$ cat config.mk
export PLATFORM = sky130hd
export DESIGN_NAME = jtag_idcode_reader_flat
export DESIGN_NICKNAME = d
export VERILOG_FILES = /design/src/rtl/jtag_host_pkg.sv /design/src/rtl/jtag_idcode_reader_if.sv /design/src/rtl/jtag_tck_gen.sv /design/src/rtl/jtag_idcode_reader.sv /design/src/flat_wrapper.sv
export SDC_FILE = /design/constraint.sdc
export NUM_CORES = 1
export LEC_CHECK = 0
export ABC_AREA = 0
export CAP_MARGIN = 25
export CORE_AREA = 3 3 90 92
export DETAILED_ROUTE_END_ITERATION = 8
export DIE_AREA = 0 0 93 95
export MAX_ROUTING_LAYER = met4
export PLACE_DENSITY = 0.81
export RECOVER_POWER = 25
export SLEW_MARGIN = 20
export SYNTH_ARGS = -nofsm -noshare
export SYNTH_HDL_FRONTEND = slang
export SYNTH_HIERARCHICAL = 1
export SYNTH_SLANG_ARGS = --single-unit
$ cat constraint.sdc
create_clock -name clk -period 2.4 [get_ports clk]
set_clock_uncertainty 0.2 [all_clocks]
set_input_delay 0.36 -clock clk [delete_from_list [all_inputs] [get_ports clk]]
set_output_delay 0.36 -clock clk [all_outputs]
set_load 0.05 [all_outputs]
$ cat src/rtl/jtag_host_pkg.sv
// jtag_host_pkg: shared types, TAP sequencing constants and the IDCODE sanity check
package jtag_host_pkg;
   typedef enum logic [2:0] {IDLE, RESET_TAP, GOTO_SHIFT, SHIFT, EXIT, DONE} state_t;
   localparam int IDCODE_WIDTH = 32;
   localparam int TLR_TCKS = 5;
   localparam int SHIFT_ENTRY_TCKS = 4;
   localparam int EXIT_TCKS = 2;
   // Run-Test/Idle, Select-DR, Capture-DR, Shift-DR; bit 0 goes out first
   localparam logic [3:0] SHIFT_ENTRY_TMS = 4'b0010;
   // Update-DR then Run-Test/Idle; bit 0 goes out first
   localparam logic [1:0] EXIT_TMS = 2'b01;
   // a real IDCODE always has bit 0 set; all ones means TDO is floating high
   function automatic logic idcode_bad(input logic [IDCODE_WIDTH-1:0] id);
      return !id[0] || (id == '1);
   endfunction
endpackage

$ cat src/rtl/jtag_idcode_reader_if.sv
// jtag_idcode_reader_if: request/result handshake plus the four JTAG pins of the reader
interface jtag_idcode_reader_if;
   logic start;
   logic busy;
   logic done;
   logic [jtag_host_pkg::IDCODE_WIDTH-1:0] idcode;
   logic id_valid;
   logic id_error;
   logic tck_out;
   logic tms_out;
   logic tdi_out;
   logic tdo_in;
   modport master (
      output start, tdo_in,
      input busy, done, idcode, id_valid, id_error, tck_out, tms_out, tdi_out
   );
   modport slave (
      input start, tdo_in,
      output busy, done, idcode, id_valid, id_error, tck_out, tms_out, tdi_out
   );
endinterface

$ cat src/rtl/jtag_tck_gen.sv
// jtag_tck_gen: TCK with a low phase first, TCK_DIV clk per half-period, plus rise/fall strobes
module jtag_tck_gen #(
   parameter int TCK_DIV = 2
) (
   input  logic clk,
   input  logic reset,
   input  logic en,
   output logic tck,
   output logic tck_rise,
   output logic tck_fall
);
   localparam logic [7:0] LAST = 8'(TCK_DIV - 1);
   logic [7:0] phase;
   logic wrap;
   assign wrap = en && (phase == LAST);
   assign tck_rise = wrap && !tck;
   assign tck_fall = wrap && tck;
   // half-period counter; TCK parks low whenever the generator is disabled
   always_ff @(posedge clk) begin
      if (reset || !en) begin
         phase <= '0;
         tck <= 1'b0;
      end else if (wrap) begin
         phase <= '0;
         tck <= !tck;
      end else begin
         phase <= phase + 8'd1;
      end
   end
endmodule

$ cat src/rtl/jtag_idcode_reader.sv
// jtag_idcode_reader: resets the TAP, walks to Shift-DR and captures the 32-bit IDCODE;
// defining IDCODE_CHECK_EN adds a sanity check reported on id_error
module jtag_idcode_reader
   import jtag_host_pkg::*;
#(
   parameter int TCK_DIV = 2
) (
   input logic clk,
   input logic reset,
   jtag_idcode_reader_if.slave bus
);
   state_t state, state_nx;
   logic [5:0] bit_cnt, bit_cnt_nx, cnt_inc, last_cnt;
   logic tms_nx, tck_rise, tck_fall, last, accept, finish;
   logic [IDCODE_WIDTH-1:0] shift_q;

   jtag_tck_gen #(.TCK_DIV(TCK_DIV)) u_tck (
      .clk(clk),
      .reset(reset),
      .en(bus.busy),
      .tck(bus.tck_out),
      .tck_rise(tck_rise),
      .tck_fall(tck_fall)
   );

   assign bus.tdi_out = 1'b1;
   assign bus.busy = (state != IDLE) && (state != DONE);
   assign cnt_inc = bit_cnt + 6'd1;
   assign last_cnt = state == RESET_TAP  ? 6'(TLR_TCKS - 1) :
                     state == GOTO_SHIFT ? 6'(SHIFT_ENTRY_TCKS - 1) :
                     state == SHIFT      ? 6'(IDCODE_WIDTH - 1) : 6'(EXIT_TCKS - 1);
   assign last = bit_cnt == last_cnt;
   assign accept = (state == IDLE) && bus.start;
   assign finish = (state == EXIT) && tck_fall && last;

   // next state, TCK count within the phase, and the TMS level for the upcoming TCK
   always_comb begin
      state_nx = state;
      bit_cnt_nx = bit_cnt;
      tms_nx = bus.tms_out;
      if (accept) begin
         state_nx = RESET_TAP;
         tms_nx = 1'b1;
      end else if (state == DONE) begin
         state_nx = IDLE;
      end else if (tck_fall) begin
         bit_cnt_nx = last ? 6'd0 : cnt_inc;
         case (state)
            RESET_TAP: begin
               state_nx = last ? GOTO_SHIFT : state;
               tms_nx = last ? SHIFT_ENTRY_TMS[0] : 1'b1;
            end
            GOTO_SHIFT: begin
               state_nx = last ? SHIFT : state;
               tms_nx = last ? 1'b0 : SHIFT_ENTRY_TMS[cnt_inc[1:0]];
            end
            SHIFT: begin
               state_nx = last ? EXIT : state;
               tms_nx = last ? EXIT_TMS[0] : (cnt_inc == last_cnt);
            end
            EXIT: begin
               state_nx = last ? DONE : state;
               tms_nx = last ? bus.tms_out : EXIT_TMS[cnt_inc[0]];
            end
            default: ;
         endcase
      end
   end

   // FSM state, TCK counter and TMS registers; TMS idles high out of reset
   always_ff @(posedge clk) begin
      if (reset) begin
         state <= IDLE;
         bit_cnt <= '0;
         bus.tms_out <= 1'b1;
      end else begin
         state <= state_nx;
         bit_cnt <= bit_cnt_nx;
         bus.tms_out <= tms_nx;
      end
   end

   // TDO is stable since the previous falling TCK, so take it as TCK rises; LSB arrives first
   always_ff @(posedge clk) begin
      if (reset)
         shift_q <= '0;
      else if (state == SHIFT && tck_rise)
         shift_q <= {bus.tdo_in, shift_q[IDCODE_WIDTH-1:1]};
   end

   // result registers load on entry to DONE so they are visible together with the done pulse
   always_ff @(posedge clk) begin
      if (reset) begin
         bus.done <= 1'b0;
         bus.idcode <= '0;
         bus.id_valid <= 1'b0;
      end else begin
         bus.done <= finish;
         if (accept)
            bus.id_valid <= 1'b0;
         if (finish) begin
            bus.idcode <= shift_q;
            bus.id_valid <= 1'b1;
         end
      end
   end

`ifdef IDCODE_CHECK_EN
   // flag a missing device or a value that cannot be a legal IDCODE
   always_ff @(posedge clk) begin
      if (reset || accept)
         bus.id_error <= 1'b0;
      else if (finish)
         bus.id_error <= idcode_bad(shift_q);
   end
`else
   assign bus.id_error = 1'b0;
`endif
endmodule

$ cat src/flat_wrapper.sv
// flat-port wrapper written by rule: the top's interface ports become plain ports
module jtag_idcode_reader_flat import jtag_host_pkg::*;
#(
   parameter int TCK_DIV = 2
)
  (clk, reset, bus_start, bus_tdo_in, bus_busy, bus_done, bus_idcode, bus_id_valid, bus_id_error, bus_tck_out, bus_tms_out, bus_tdi_out);
  jtag_idcode_reader_if bus_i ();
  input logic clk;
  input logic reset;
  input wire logic [$bits(bus_i.start)-1:0] bus_start;
  input wire logic [$bits(bus_i.tdo_in)-1:0] bus_tdo_in;
  output wire logic [$bits(bus_i.busy)-1:0] bus_busy;
  output wire logic [$bits(bus_i.done)-1:0] bus_done;
  output wire logic [$bits(bus_i.idcode)-1:0] bus_idcode;
  output wire logic [$bits(bus_i.id_valid)-1:0] bus_id_valid;
  output wire logic [$bits(bus_i.id_error)-1:0] bus_id_error;
  output wire logic [$bits(bus_i.tck_out)-1:0] bus_tck_out;
  output wire logic [$bits(bus_i.tms_out)-1:0] bus_tms_out;
  output wire logic [$bits(bus_i.tdi_out)-1:0] bus_tdi_out;
  assign bus_i.start = bus_start;
  assign bus_i.tdo_in = bus_tdo_in;
  assign bus_busy = bus_i.busy;
  assign bus_done = bus_i.done;
  assign bus_idcode = bus_i.idcode;
  assign bus_id_valid = bus_i.id_valid;
  assign bus_id_error = bus_i.id_error;
  assign bus_tck_out = bus_i.tck_out;
  assign bus_tms_out = bus_i.tms_out;
  assign bus_tdi_out = bus_i.tdi_out;
  jtag_idcode_reader #(.TCK_DIV(TCK_DIV)) u_core (.clk(clk), .reset(reset), .bus(bus_i));
endmodule
# Word-level counts from Yosys, hierarchy flattened
# Cells that the tools add are included.
# word_totals
register_bits	85
latch_bits	0
ramBits	0
romBits	0
input_bits	4
out_inout_bits	39
elab_cells	81
n_memories	0
# classes
addsub	2
multipliers	0
div_mod_pow	0
order_cmp	2
eq_ne	18
n_shift	0
mux	23
bitwise_logic	2
reduce_logical	24
# op_table
operator	n
two-way mux 6 bit	3
equality test 6 bit	2
two-way mux 1 bit	12
two-way mux 3 bit	4
!= test 4 x 2 -> 1 bit (second input constant)	3
one-hot mux 3 bit (4 select lines)	1
AND reduction 6 bit	2
adder 8 x 1 -> 8 bit (second input constant)	1
equality test 8 x 1 -> 1 bit (second input constant)	1
logical AND 1 bit	8
!= test 2 x 1 -> 1 bit (second input constant)	4
adder 6 x 1 -> 6 bit (second input constant)	1
equality test 3 x 2 -> 1 bit (second input constant)	2
equality test 3 bit (second input constant)	2
nonzero test 3 bit	2
nonzero test 6 bit	1
two-way mux 5 bit	1
!= test 4 x 1 -> 1 bit (second input constant)	1
one-hot mux 1 bit (4 select lines)	1
AND reduction 4 bit	1
nonzero test 4 bit	1
OR reduction 2 bit	2
equality test 3 x 1 -> 1 bit (second input constant)	1
logical NOT 3 bit	1
other kinds (11)	13

# Logic depth before layout (Yosys ltp)
# Gate-level depths: netlist of run 1.
# logic_depth
word_depth	10
ltp_mapped	10
ltp_nobuf	8

# Modules after synthesis
# The synthesis of run 1 kept the hierarchy.
# by_module_without_submodules
mod	n_inst	cells_per_inst	area_each_um2	seq_area_each_um2
jtag_idcode_reader	1	400	3210.6	1521.5
jtag_tck_gen	1	43	405.4	180.2

# Least setup slack after synthesis of run 1
# OpenSTA, ideal clock, no wires.
# synth_timing
path_kind	reg2reg
startpoint	register u_core.state[0]
endpoint	register u_core.state[0]
setup_ps	70
arrival_ps	2666
t_required_ps	2130
path_slack_ps	-537
path_stages_with_launch	10
n_path_buf	2
synth_period_minus_slack_ps	2937
path_cell_list	dfxtp_1 -> clkbuf_1 -> xnor2_1 -> nand2_1 -> nand4bb_1 -> nor3_1 -> clkbuf_1 -> o21ai_0 -> a2111o_1 -> a21oi_1
# synth_between
elab_cells_between_ends	27
cone_classes	11 x eq/ne; 7 x mux; 9 x reduce/logical
# synth_rtl
item	line_no	rtl
start: declaration	jtag_idcode_reader.sv:12	state_t state, state_nx;
start signal: assignment	jtag_idcode_reader.sv:77	state <= state_nx;
!= test 3 bit / nonzero test 3 bit (equally long branches)	jtag_idcode_reader.sv:27	assign bus.busy = (state != IDLE) && (state != DONE);
logical AND 1 bit *	jtag_idcode_reader.sv:27	
net bus_busy	flat_wrapper.sv:12	output wire logic [$bits(bus_i.busy)-1:0] bus_busy;
logical AND 1 bit *	jtag_tck_gen.sv:15	assign wrap = en && (phase == LAST);
logical AND 1 bit *	jtag_tck_gen.sv:17	assign tck_fall = wrap && tck;
net u_core.tck_fall	jtag_idcode_reader.sv:14	logic tms_nx, tck_rise, tck_fall, last, accept, finish;
nonzero test 3 bit (no source line) *	--	
AND reduction 6 bit (no source line) *	--	
# Mark *: on every way through the listed nets, which the timed path passes. The rest lies on a longest branch. The select of a mux whose other input is x is not followed.
# A chain may end at the register's enable or synchronous reset.

# Worst setup path in the final report of run 1
# layout_timing
startpoint	register u_core.u_tck.phase[4]
endpoint	register u_core.bus.idcode[13]
# layout_between
elab_chain_len	5
# layout_rtl
item	line_no	rtl
start: declaration	jtag_tck_gen.sv:13	logic [7:0] phase;
start signal: assignment	jtag_tck_gen.sv:27	phase <= phase + 8'd1;
equality test 8 x 1 -> 1 bit	jtag_tck_gen.sv:15	
logical AND 1 bit	jtag_tck_gen.sv:15	
logical AND 1 bit	jtag_tck_gen.sv:17	
net u_core.tck_fall	jtag_idcode_reader.sv:14	
logical AND 1 bit (2 in series)	jtag_idcode_reader.sv:34	assign finish = (state == EXIT) && tck_fall && last;
end signal: assignment	jtag_idcode_reader.sv:102	bus.idcode <= shift_q;
end: declaration	jtag_idcode_reader_if.sv:19	output busy, done, idcode, id_valid, id_error, tck_out, tms_out, tdi_out
# The timed path passes the listed nets, and every way through them passes these cells.

==> results.sh, run 1 <==
export IMPL_port_buffers=40
export IMPL_hold_violations=0
export IMPL_drive_gt1_share_pct=11.51
export IMPL_startpoint_type="flop"
export IMPL_antenna_found_initial=0
export IMPL_fin_crit_ns=2.221
export IMPL_synthCells=443
export IMPL_synth_edf_count=0
export IMPL_route_detailed_wl_per_inst_microns=13.50
export IMPL_fin_crit_sh_pct=92.53
export IMPL_power_leakage_uw=0.001460
export IMPL_drtIter0Drc=227
export IMPL_num_vias=3216
export IMPL_synth_flop_cell="dfxtp_1"
export IMPL_drv_slew=0
export IMPL_yosys_area_top_type="dfxtp_1"
export IMPL_hpwl_mm=5.230
export IMPL_ys_top_cells_by_area="dfxtp_1 (47%), a21oi_1 (10%), nand2_1 (8.0%)"
export IMPL_syn_nets=451
export IMPL_initial_core_util_pct=49.59
export IMPL_die_w_microns=93
export IMPL_worstPathArrival_ns=2.24
export IMPL_place_inst=559
export IMPL_ys_ff_latch=85
export IMPL_grt_max_degree=75
export IMPL_ir_worst_vdd_mv=0.3144
export IMPL_viasPerCell=5.574
export IMPL_clock_power_share_pct=39.8
export IMPL_cts_buffer_depth=2
export IMPL_diodes=0
export IMPL_area_delta_synth_final_pct=20.31
export IMPL_final_cell_mix="dfxtp_1 (83), nand2_1 (76), a21oi_1 (74), o21ai_0 (37), nand4_1 (33)"
export IMPL_finalWirelength_mm=7.787
export IMPL_path_max_fanout=33
export IMPL_seq_area_frac_synth_pct=47.06
export IMPL_tns_ns=0
export IMPL_coreArea_sq_um=7292
export IMPL_intPower_uw=1943
export IMPL_synth_top_cell_area_share_pct=47.06
export IMPL_hold_path_class="in2reg"
export IMPL_relSlewSlack_pct=46.08
export IMPL_p_sw_uw=610.5
export IMPL_required_ns=2.42
export IMPL_setup_viol_count_final=0
export IMPL_fillerInstances=678
export IMPL_avgSynthCellArea_sq_um=8.162
export IMPL_ff_latch_area_sq_um=1704
export IMPL_die_h_microns=95
export IMPL_worstSetupPathType="reg2reg"
export IMPL_cts_tree="yes"
export IMPL_nNetsFinal=481
export IMPL_rsz0062_at_grt="no"
export IMPL_rows=31
export IMPL_multiInputGateArea_sq_um=1729
export IMPL_syn_cell_area_sq_um=3616
export IMPL_worstMarginPinSlew_ns=0.8004
export IMPL_grt_pass1_vias=3051
export IMPL_layout_cells_non_filler=577
export IMPL_grt_pass1_wl_mm=13.45
export IMPL_route_detailed_drc=0
export IMPL_ys_types=47
export IMPL_comb_power_share_pct=4.7
export IMPL_swShare_pct=23.91
export IMPL_mostFrequentLayoutCell="dfxtp_1"
export IMPL_die_area_sq_um=8835
export IMPL_postRouteAntennaNets=0
export IMPL_gp_congestion=0.8621
export IMPL_cap_viol_max_count=0
export IMPL_htreeDepth=3
export IMPL_fin_util_pct=59.66
export IMPL_hold_slack_ns=0.2480
export IMPL_place_ws_ns=0.01655
export IMPL_power_density_nw_per_um2=586.8
export IMPL_cts_sinks=85
export IMPL_gr_usage_all_layers_pct=19.20
export IMPL_async_reset_ff_share_pct=0
export IMPL_ctsRootBufferMaster="clkbuf_8"
export IMPL_max_clock_freq_mhz=450.3
export IMPL_timing_final_ws_setup_ns=0.1794
export IMPL_insertion_delay_ns=0.35
export IMPL_io_pins=43
export IMPL_seqPwrFrac_pct=55.5
export IMPL_ctsHoldBuffers=0
export IMPL_dr_pass1_iters=4
export IMPL_cts_clk_slew_worst_paths_ns=0.08
export IMPL_end_kind="flop"
export IMPL_grt_overflow_total=0
export IMPL_status="finished, final reports clean"
export IMPL_cts_inserted_buffers=9
export IMPL_yosysWarnings=6
[flip-flops by register name, indices dropped and copies added (netlist names), 3 cells and up]
signal and count:
u_core/shift_q 32, u_core/state 3, u_core/bus.idcode 32, u_core/bit_cnt 6
u_core/u_tck/phase 8
[final timing paths]
kind                            slack, ns                                 end                              from  cells after the start
worst max-delay path                 0.18  u_core/bus.idcode[13]$_SDFFE_PP0P_  u_core/u_tck/phase[4]$_SDFF_PP0_                      7
worst min-delay path                 0.25     u_core/bus.tms_out$_SDFFE_PP1P_                             reset                      4
worst max register to register       0.18  u_core/bus.idcode[13]$_SDFFE_PP0P_  u_core/u_tck/phase[4]$_SDFF_PP0_                      7
worst min register to register       0.26    u_core/bus.id_valid$_SDFFE_PP0P_  u_core/bus.id_valid$_SDFFE_PP0P_                      1
[power groups by stage]
stage               Clock (uW)  Sequential (uW)  Combinational (uW)
floorplan                    0             1450                93.3
global placement             0             1450                 120
detailed placement           0             1450                 121
CTS                       1050             1420                 122
global route              1110             1420                 131
finish                    1020             1420                 121
[worst max-delay path, stage by stage, from the launching register on]
cell and delay, ns:
dfxtp_1 0.36, or4_4 0.59, nor3_4 0.21, buf_4 0.16, nand2_1 0.05, buf_4 0.23, o21ai_0 0.20, a21oi_1 0.09
[area by class of cell]
| cell class | count | share of cell area [%] |
|---|---|---|
| Tap cell | 99 | 2.847 |
| Timing Repair Buffer | 59 | 12.88 |
| Clock buffer | 9 | 2.847 |
| Sequential cell | 85 | 39.17 |
| Inverter | 8 | 0.6903 |
| Clock inverter | 7 | 1.812 |
| Multi-Input combinational cell | 310 | 39.75 |
[through the flow]
step                      total power, uW  area (sq um)
final                                2553          4350
after global routing                 2654          4350
after CTS                            2583          4337
after detailed placement             1570          4134
after global placement               1568          4134
after floorplan                      1541          3631
[cell usage after synthesis, types with 2 or more instances]
cell and number:
clkbuf_1 30, nor3_2 2, a21oi_1 74, or3_1 3, nand3_1 12, dfxtp_1 85, and3_1 2, nor2b_1 4
mux2i_1 2, or3b_2 2, o21a_1 3, o21ai_0 37, o211ai_1 2, nand2_1 77, xor2_1 3, conb_1 2
a21o_1 2, nor2_1 9, ha_1 4, a31oi_1 3, xnor2_1 5, buf_4 5, nand4_1 33, nand3b_1 3
nor3_1 5, buf_2 4, nand2b_1 3, inv_1 8
[layer usage]
layer / wire length, microns / global-route usage, % / share of wire, %
met4: 133 / 8.913 / 1.7
met3: 286 / 3.187 / 3.7
met2: 3731 / 31.25 / 48
met1: 3635 / 23.38 / 47
met5: 0 / - / 0
[what timing repair did]
item,CTS,global route
buffers inserted,0,2
gates resized for setup,0,6
setup endpoints to repair,0,42
[kinds of logic (layout without fill, tap and decap cells)]
group | after synthesis | count (layout) | synth area share [%]
other | 2 | 2 | 0.2077
buffers and inverters | 48 | 83 | 5.848
adder cells (fa/ha/maj) | 4 | 4 | 1.384
multiplexers | 2 | 2 | 0.5537
AND/OR/NAND/NOR | 161 | 161 | 22.39
XOR/XNOR | 8 | 8 | 1.938
flip-flops | 85 | 85 | 47.06
AO/OA/AOI/OAI | 133 | 133 | 20.62
(Power assumes the default switching activity.)
==> run 2: changes to the inputs <==
--- a/config.mk
+++ b/config.mk
@@ -10,9 +10,12 @@
 export CORE_AREA = 3 3 90 92
 export DETAILED_ROUTE_END_ITERATION = 8
 export DIE_AREA = 0 0 93 95
+export GPL_TIMING_DRIVEN = 0
 export MAX_ROUTING_LAYER = met4
 export PLACE_DENSITY = 0.81
 export RECOVER_POWER = 25
+export REMOVE_ABC_BUFFERS = 1
+export SKIP_CTS_REPAIR_TIMING = 1
 export SLEW_MARGIN = 20
 export SYNTH_ARGS = -nofsm -noshare
 export SYNTH_HDL_FRONTEND = slang
==> run 2 against run 1 <==
Effect of this change:
- cell count rose by 0.52%
- clock power decreased by 8%
- routed wire length grew 15%
- die area is the same
- utilization increased by 2.4 points
- critical path depth is the same
- first-iteration DRC count rose by 41%
- critical endpoint is now u_core/bus.idcode[19]$_SDFFE_PP0P_
- largest power group unchanged
==> results.sh, run 2 (synthesis results as in run 1) <==
export IMPL_status="finished, final reports clean"
export IMPL_end_kind="flop"
export IMPL_crit_buf_inv=2
export IMPL_port_buffers=40
export IMPL_rr_endpoint="u_core/bus.idcode[19]$_SDFFE_PP0P_"
export IMPL_mostFrequentLayoutCell="dfxtp_1"
export IMPL_largestRegisters="u_core/bus.idcode (32), u_core/shift_q (32), u_core/u_tck/phase (8)"
export IMPL_drtIter0Drc=320
export IMPL_grt_overflow_total=0
export IMPL_cts_clk_slew_worst_paths_ns=0.09
export IMPL_seqPwrFrac_pct=56.4
export IMPL_initial_core_util_pct=49.59
export IMPL_required_ns=2.41
export IMPL_cap_viol_max_count=0
export IMPL_swShare_pct=25.97
export IMPL_max_clock_freq_mhz=417.8
export IMPL_area_delta_synth_final_pct=25.05
export IMPL_power_density_nw_per_um2=555.8
export IMPL_crit_chain="or4b_4 -> a21oi_4 -> o2111ai_4 -> clkbuf_16 -> buf_4 -> o21ai_0 -> a21oi_1"
export IMPL_setup_viol_count_final=0
export IMPL_tns_ns=0
export IMPL_drv_slew=0
export IMPL_grt_pass1_vias=2868
export IMPL_cts_tree="yes"
export IMPL_htreeDepth=3
export IMPL_die_h_microns=95
export IMPL_place_area_sq_um=4089
export IMPL_r2r_start="u_core/state[1]$_SDFFE_PP0P_"
export IMPL_num_vias=3370
export IMPL_cts_buffer_depth=2
export IMPL_diodes=0
export IMPL_intPower_uw=1861
export IMPL_comb_power_share_pct=6.4
export IMPL_hold_slack_ns=0.2737
export IMPL_clock_power_share_pct=37.2
export IMPL_crit_slowest_cell="or4b_4"
export IMPL_path_max_fanout=12
export IMPL_worstMarginPinSlew_ns=0.7459
export IMPL_cp_slowest_stage_delay_ns=0.57
export IMPL_r2r_cells=7
export IMPL_layout_cells_non_filler=580
export IMPL_die_w_microns=93
export IMPL_route_detailed_drc=0
export IMPL_p_sw_uw=652.8
export IMPL_timing_final_ws_setup_ns=0.006405
export IMPL_startpoint_type="flop"
export IMPL_min_path_cells=2
export IMPL_viasPerCell=5.810
export IMPL_worstPathArrival_ns=2.40
export IMPL_nNetsFinal=484
export IMPL_postRouteAntennaNets=0
export IMPL_die_area_sq_um=8835
export IMPL_fin_crit_sh_pct=99.73
export IMPL_place_ws_ns=-1.037
export IMPL_hpwl_mm=5.077
export IMPL_gr_usage_all_layers_pct=18.57
export IMPL_io_pins=43
export IMPL_cts_sinks=85
export IMPL_final_cell_mix="dfxtp_1 (80), nand2_1 (75), a21oi_1 (74), clkdlybuf4s50_1 (38), nand4_1 (33)"
export IMPL_final_area_sq_um=4522
export IMPL_route_detailed_wl_per_inst_microns=15.43
export IMPL_hold_violations=0
export IMPL_grt_pass1_wl_mm=13.01
export IMPL_rows=31
export IMPL_ir_worst_vdd_mv=0.2669
export IMPL_fin_crit_ns=2.394
export IMPL_ctsRootBufferMaster="clkbuf_8"
export IMPL_drive_gt1_share_pct=13.72
export IMPL_gp_congestion=0.8092
export IMPL_rsz0062_at_grt="yes"
export IMPL_finalWirelength_mm=8.949
export IMPL_grt_max_degree=76
export IMPL_power_leakage_uw=0.001420
export IMPL_insertion_delay_ns=0.35
export IMPL_hold_path_class="reg2reg"
export IMPL_hp_start="u_core/shift_q[21]$_SDFFE_PP0P_"
export IMPL_coreArea_sq_um=7292
export IMPL_crit_family="compound AO/OA/AOI/OAI gates"
export IMPL_place_inst=550
export IMPL_cts_inserted_buffers=9
export IMPL_antenna_found_initial=0
export IMPL_r2r_slack_ns=0.006
export IMPL_hold_path_end="u_core/shift_q[21]$_SDFFE_PP0P_"
export IMPL_dr_pass1_iters=5
export IMPL_worstSetupPathType="reg2reg"
export IMPL_relSlewSlack_pct=50.27
run 2: power by group through the flow:
stage | Combinational, uW | Clock (uW) | Sequential (uW)
2_1_floorplan | 56.7 | 0 | 1450
3_3_place_gp | 99.0 | 0 | 1450
3_5_place_dp | 112 | 0 | 1450
4_1_cts | 113 | 955 | 1420
5_1_grt | 169 | 1020 | 1420
6_report | 161 | 935 | 1420
run 2: worst max-delay path by stage:
stage / startpoint / endpoint / slack [ns] / depth (start not counted)
floorplan: u_core/state[1]$_SDFFE_PP0P_ / u_core/bus.idcode[0]$_SDFFE_PP0P_ / -2.82 / 7
global placement: u_core/state[1]$_SDFFE_PP0P_ / u_core/bus.idcode[0]$_SDFFE_PP0P_ / -4.78 / 7
detailed placement: u_core/state[1]$_SDFFE_PP0P_ / u_core/bus.idcode[22]$_SDFFE_PP0P_ / -1.04 / 9
CTS: u_core/state[1]$_SDFFE_PP0P_ / u_core/bus.idcode[22]$_SDFFE_PP0P_ / -1.07 / 9
global route: u_core/u_tck/phase[4]$_SDFF_PP0_ / u_core/bus.idcode[19]$_SDFFE_PP0P_ / -0.1 / 7
finish: u_core/state[1]$_SDFFE_PP0P_ / u_core/bus.idcode[19]$_SDFFE_PP0P_ / 0.006 / 7
run 2: routing by layer:
| layer | global-route usage, % | share of wire [%] |
|---|---|---|
| met2 | 31.37 | 49 |
| met4 | 7.570 | 2.2 |
| met1 | 21.83 | 44 |
| met5 | - | 0 |
| met3 | 3.506 | 5.4 |
run 2: layout make-up:
type / instances / area, sq um
fillers: 617 / 2770
inverters: 8 / 30.03
flip-flops and latches: 85 / 1713
clock buffers: 9 / 123.9
repair buffers: 61 / 634.4
well taps: 99 / 123.9
multi-input cells: 311 / 1839
clock inverters: 7 / 57.56
run 2: worst register-to-register path, stage by stage, from the launching register on:
cell       delay, ns
dfxtp_4         0.41
or4b_4          0.57
a21oi_4         0.21
o2111ai_4       0.17
clkbuf_16       0.20
buf_4           0.16
o21ai_0         0.22
a21oi_1         0.10
run 2: per-stage QoR:
| stage | total power [uW] | utilization (%) |
|---|---|---|
| 6_report | 2513 | 62.01 |
| 3_3_place_gp | 1549 | 54.29 |
| 2_1_floorplan | 1507 | - |
| 3_5_place_dp | 1563 | 56.07 |
| 5_1_grt | 2608 | 62.01 |
| 4_1_cts | 2485 | 58.56 |
